`src/rtl/rr_mux_sel_arbiter.sv`:
```
// Round-robin select generator for a 4:1 data mux.
// Each grant has a bounded tenure. Priority rotates past the last owner.
module rr_mux_sel_arbiter #(
    parameter int unsigned HOLD_CYCLES = 4
) (
    input  logic       clk,
    input  logic       rst,
    input  logic [3:0] req,
    input  logic       done,
    output logic [1:0] sel,
    output logic [3:0] grant,
    output logic       valid
);

    typedef enum logic [0:0] {StIdle, StGrant} state_e;

    localparam logic [3:0] HoldMax = 4'(HOLD_CYCLES);

    state_e     state_q, state_d;
    logic [1:0] ptr_q, ptr_d;
    logic [3:0] cnt_q, cnt_d;
    logic [1:0] sel_q, sel_d;
    logic [3:0] grant_q, grant_d;
    logic       valid_q, valid_d;

    logic [1:0] win;
    logic       win_found;
    logic       end_grant;

    // The scan starts at ptr_q and wraps. The first pending source wins.
    always_comb begin
        logic [1:0] idx;
        win       = 2'd0;
        win_found = 1'b0;
        idx       = 2'd0;
        for (int k = 0; k < 4; k++) begin
            idx = ptr_q + 2'(k);
            if (!win_found && req[idx]) begin
                win       = idx;
                win_found = 1'b1;
            end
        end
    end

    assign end_grant = done || !req[sel_q] || (cnt_q == HoldMax);

    always_comb begin
        state_d = state_q;
        ptr_d   = ptr_q;
        cnt_d   = cnt_q;
        sel_d   = sel_q;
        grant_d = grant_q;
        valid_d = valid_q;
        unique case (state_q)
            StIdle: begin
                if (win_found) begin
                    state_d = StGrant;
                    sel_d   = win;
                    grant_d = 4'b0001 << win;
                    valid_d = 1'b1;
                    cnt_d   = 4'd1;
                end
            end
            StGrant: begin
                if (end_grant) begin
                    // sel is held, so the mux keeps its last input while idle.
                    state_d = StIdle;
                    valid_d = 1'b0;
                    grant_d = 4'b0000;
                    ptr_d   = sel_q + 2'd1;
                end else begin
                    cnt_d = cnt_q + 4'd1;
                end
            end
            default: begin
                state_d = StIdle;
            end
        endcase
    end

    always_ff @(posedge clk or posedge rst) begin
        if (rst) begin
            state_q <= StIdle;
            ptr_q   <= 2'd0;
            cnt_q   <= 4'd0;
            sel_q   <= 2'd0;
            grant_q <= 4'b0000;
            valid_q <= 1'b0;
        end else begin
            state_q <= state_d;
            ptr_q   <= ptr_d;
            cnt_q   <= cnt_d;
            sel_q   <= sel_d;
            grant_q <= grant_d;
            valid_q <= valid_d;
        end
    end

    assign sel   = sel_q;
    assign grant = grant_q;
    assign valid = valid_q;

endmodule

```
`config.mk`:
```
export PLATFORM = sky130hd
export DESIGN_NAME = rr_mux_sel_arbiter
export DESIGN_NICKNAME = d
export VERILOG_FILES = /design/src/rtl/rr_mux_sel_arbiter.sv
export SDC_FILE = /design/constraint.sdc
export NUM_CORES = 1
export LEC_CHECK = 0
export ABC_CLOCK_PERIOD_IN_PS = 2300
export CORE_MARGIN = 3
export CORE_UTILIZATION = 49
export CTS_CLUSTER_SIZE = 25
export DETAILED_ROUTE_END_ITERATION = 8
export PLACE_DENSITY_LB_ADDON = 0.3
export SYNTH_ARGS = -nofsm -noshare
export SYNTH_HDL_FRONTEND = slang
export SYNTH_SLANG_ARGS = --single-unit
export TNS_END_PERCENT = 100
```
`constraint.sdc`:
```
create_clock -name clk -period 2.3 [get_ports clk]
set_input_delay 0.23 -clock clk [delete_from_list [all_inputs] [get_ports clk]]
set_output_delay 0.23 -clock clk [all_outputs]
set_load 0.02 [all_outputs]
```
==> qor.yml <==
clk-insertion-delay-late_ps: 270
die_w_microns: 44.4
clockBufferDepth: 2
fin_crit_sh_pct: 76.7
netlist_area_sq_um: 722
avgSynthCellArea_sq_um: 10.3
layout_common_cells: "dfrtp_1, clkdlybuf4s50_1, nand2_1, inv_1, o21ai_0"
antennaDiodeCount: 0
hold_class: "input port to asynchronous set/reset pin"
cp.arrival_ps: 1930
io_buffers: 13
grt_overflow: 0
num_rows: 13
vias_per_cell: 5.65
numCtsBuffers: 3
cp_data_required_time_ps: 2470
cp-start-kind: "flop"
coreArea_sq_mm: 0.00133
finalInstanceArea_sq_um: 918
path_buf_inv: 0
hpwl_microns: 1190
reg2reg_depth: 4
ctsHoldBuffers: 0
slowest_stage: "mux4_2"
cts_tree: "done"
final_hold_viol_count: 0
final_common_cell: "dfrtp_1"
setup_viol: 0
power_leakage_nw: 0.417
status: "finished, final reports clean"
grt_max_degree: 15
critPathCaptureType: "flop"
grt_pass1_vias: 588
io_pins: 14
postCtsSetupRepairBufs: 0
cts.sinks: 14
critical_path_class: "flop to flop"
rsz0062_at_grt: "no"
ys_seq_area_share_pct: 48.5
firstDrtPassIters: 4
vias: 582
area_growth_pct: 27.2
synth_cells: 70
rr_endpoint: "grant[3]"
ys_warn_count: 0
synth_cell_type_count: 28
wire_per_inst_microns: 14.5
relSlewSlack_pct: 62.7
setup_tns_ps: 0
vdd_drop_max_v: 0.000763
crit_chain: "mux4_2 -> a31o_4 -> and2_4 -> a22o_1"
crit_family: "multiplexers"
die_area_sq_mm: 0.00197
p_per_area_mw_per_mm2: 1310
drcViolationCount: 0
dpl_cell_area_sq_um: 882
initial_core_util_pct: 54.1
clk_pin_slew_worst_paths_ps: 80
antenna_found_initial: 0
nets: 98
wl_microns: 1500
drv_cap: 0
grt_usage_pct: 17.4
grt_first_pass_wirelength_microns: 2470
drv_slew: 0
drive_gt1_share_pct: 11.4
r2r-start: "sel[0]"
cts.repair.resized: 0
max_slew.worst_pin.slew_ps: 559
root_buffer: "clkbuf_4"
finClkSkew_ps: 2.64
cp_max_fo: 6
die_h_microns: 44.4
r2r_setup_slack_ps: 540
htreeDepth: 1
fmax_ghz: 0.567
gp_congestion: 0.790
drt_iter0_drc: 8
drtAntennaViolNets: 0
cpPeakStageDelay_ps: 580
syn_nets: 79
period_needed_ps: 1760
synth_seq_cells: 14
## report_power, final
group | switching, mW | internal [mW] | total (mW)
Clock | 0.0775 | 0.0962 | 0.174
Combinational | 0.295 | 0.292 | 0.587
Sequential | 0.0930 | 0.347 | 0.440
Total | 0.466 | 0.735 | 1.20
## worst max path at each step
stage,from,to,slack [ps],cells past startpoint
global placement,req[2],grant[2],320,5
global route,sel[0],grant[3],460,4
floorplan,sel[0],grant[2],510,4
finish,sel[0],grant[3],540,4
detailed placement,req[2],grant[3],290,5
CTS,sel[0],grant[3],530,4
## registers in the layout, indices dropped and copies added, names as in the netlist
signal and count:
grant 4, valid 1, ptr_q 2, state_q 1, sel 2, cnt_q 4
## cells by family after synthesis
group	count (synthesis)	synth area share (%)
buffers and inverters	9	4.68
muxes	2	4.51
adders and majority gates	2	3.47
and+or+nand+nor	22	16.3
xor gates and xnor gates	2	2.43
AOI/OAI and AO/OA	19	20.1
DFF	14	48.5
## final cells by class
cell class / count / area, sq um
multi-input cells: 47 / 338
inverters: 8 / 30.0
clock buffers: 4 / 36.3
flip-flops and latches: 14 / 350
well taps: 15 / 18.8
repair buffers: 15 / 145
fillers: 112 / 415
## routing by layer
layer	vias up	GRT usage, %	share of wire, %
met1	282	18.1	41
met2	16	32.0	54
met4	0	7.83	0.94
met5	-	0	0
met3	2	4.88	3.7
li1	282	-	-
## cell usage after synthesis, drive strengths merged
| cell | n | share of area (%) |
|---|---|---|
| mux2i | 1 | 1.4 |
| a311oi | 1 | 1.2 |
| nand2 | 8 | 4.2 |
| o2bb2ai | 2 | 2.4 |
| mux4 | 1 | 3.1 |
| o41ai | 1 | 1.2 |
| nor2b | 1 | 0.87 |
| nand3b | 1 | 1.0 |
| o21ai | 4 | 2.8 |
| or3 | 1 | 0.87 |
| o31ai | 2 | 2.1 |
| and2 | 1 | 1.2 |
| inv | 8 | 4.2 |
| ha | 2 | 3.5 |
| xnor2 | 2 | 2.4 |
| dfrtp | 14 | 49 |
| a21o | 1 | 1.0 |
| nand3 | 2 | 1.4 |
| nand4 | 1 | 1.7 |
| o211ai | 2 | 2.1 |
| a31o | 1 | 2.4 |
| o21bai | 1 | 1.0 |
| nor3 | 2 | 1.4 |
| clkbuf | 1 | 0.52 |
| a21oi | 2 | 1.4 |
| nand2b | 3 | 2.6 |
| nor2 | 2 | 1.0 |
| a22o | 2 | 2.4 |
## metrics by stage
| stage | power, mW | hold WS [ps] | util, % | cells | worst slack (ps) |
|---|---|---|---|---|---|
| floorplan | 0.810 | 119 | - | 70 | 508 |
| global placement | 1.02 | 462 | 66.1 | 99 | 318 |
| detailed placement | 1.04 | 475 | 66.1 | 99 | 286 |
| CTS | 1.21 | 294 | 68.9 | 103 | 527 |
| global route | 1.29 | 313 | 68.9 | 103 | 461 |
| finish | 1.20 | 295 | 68.9 | 103 | 536 |
(Power assumes the default switching activity.)
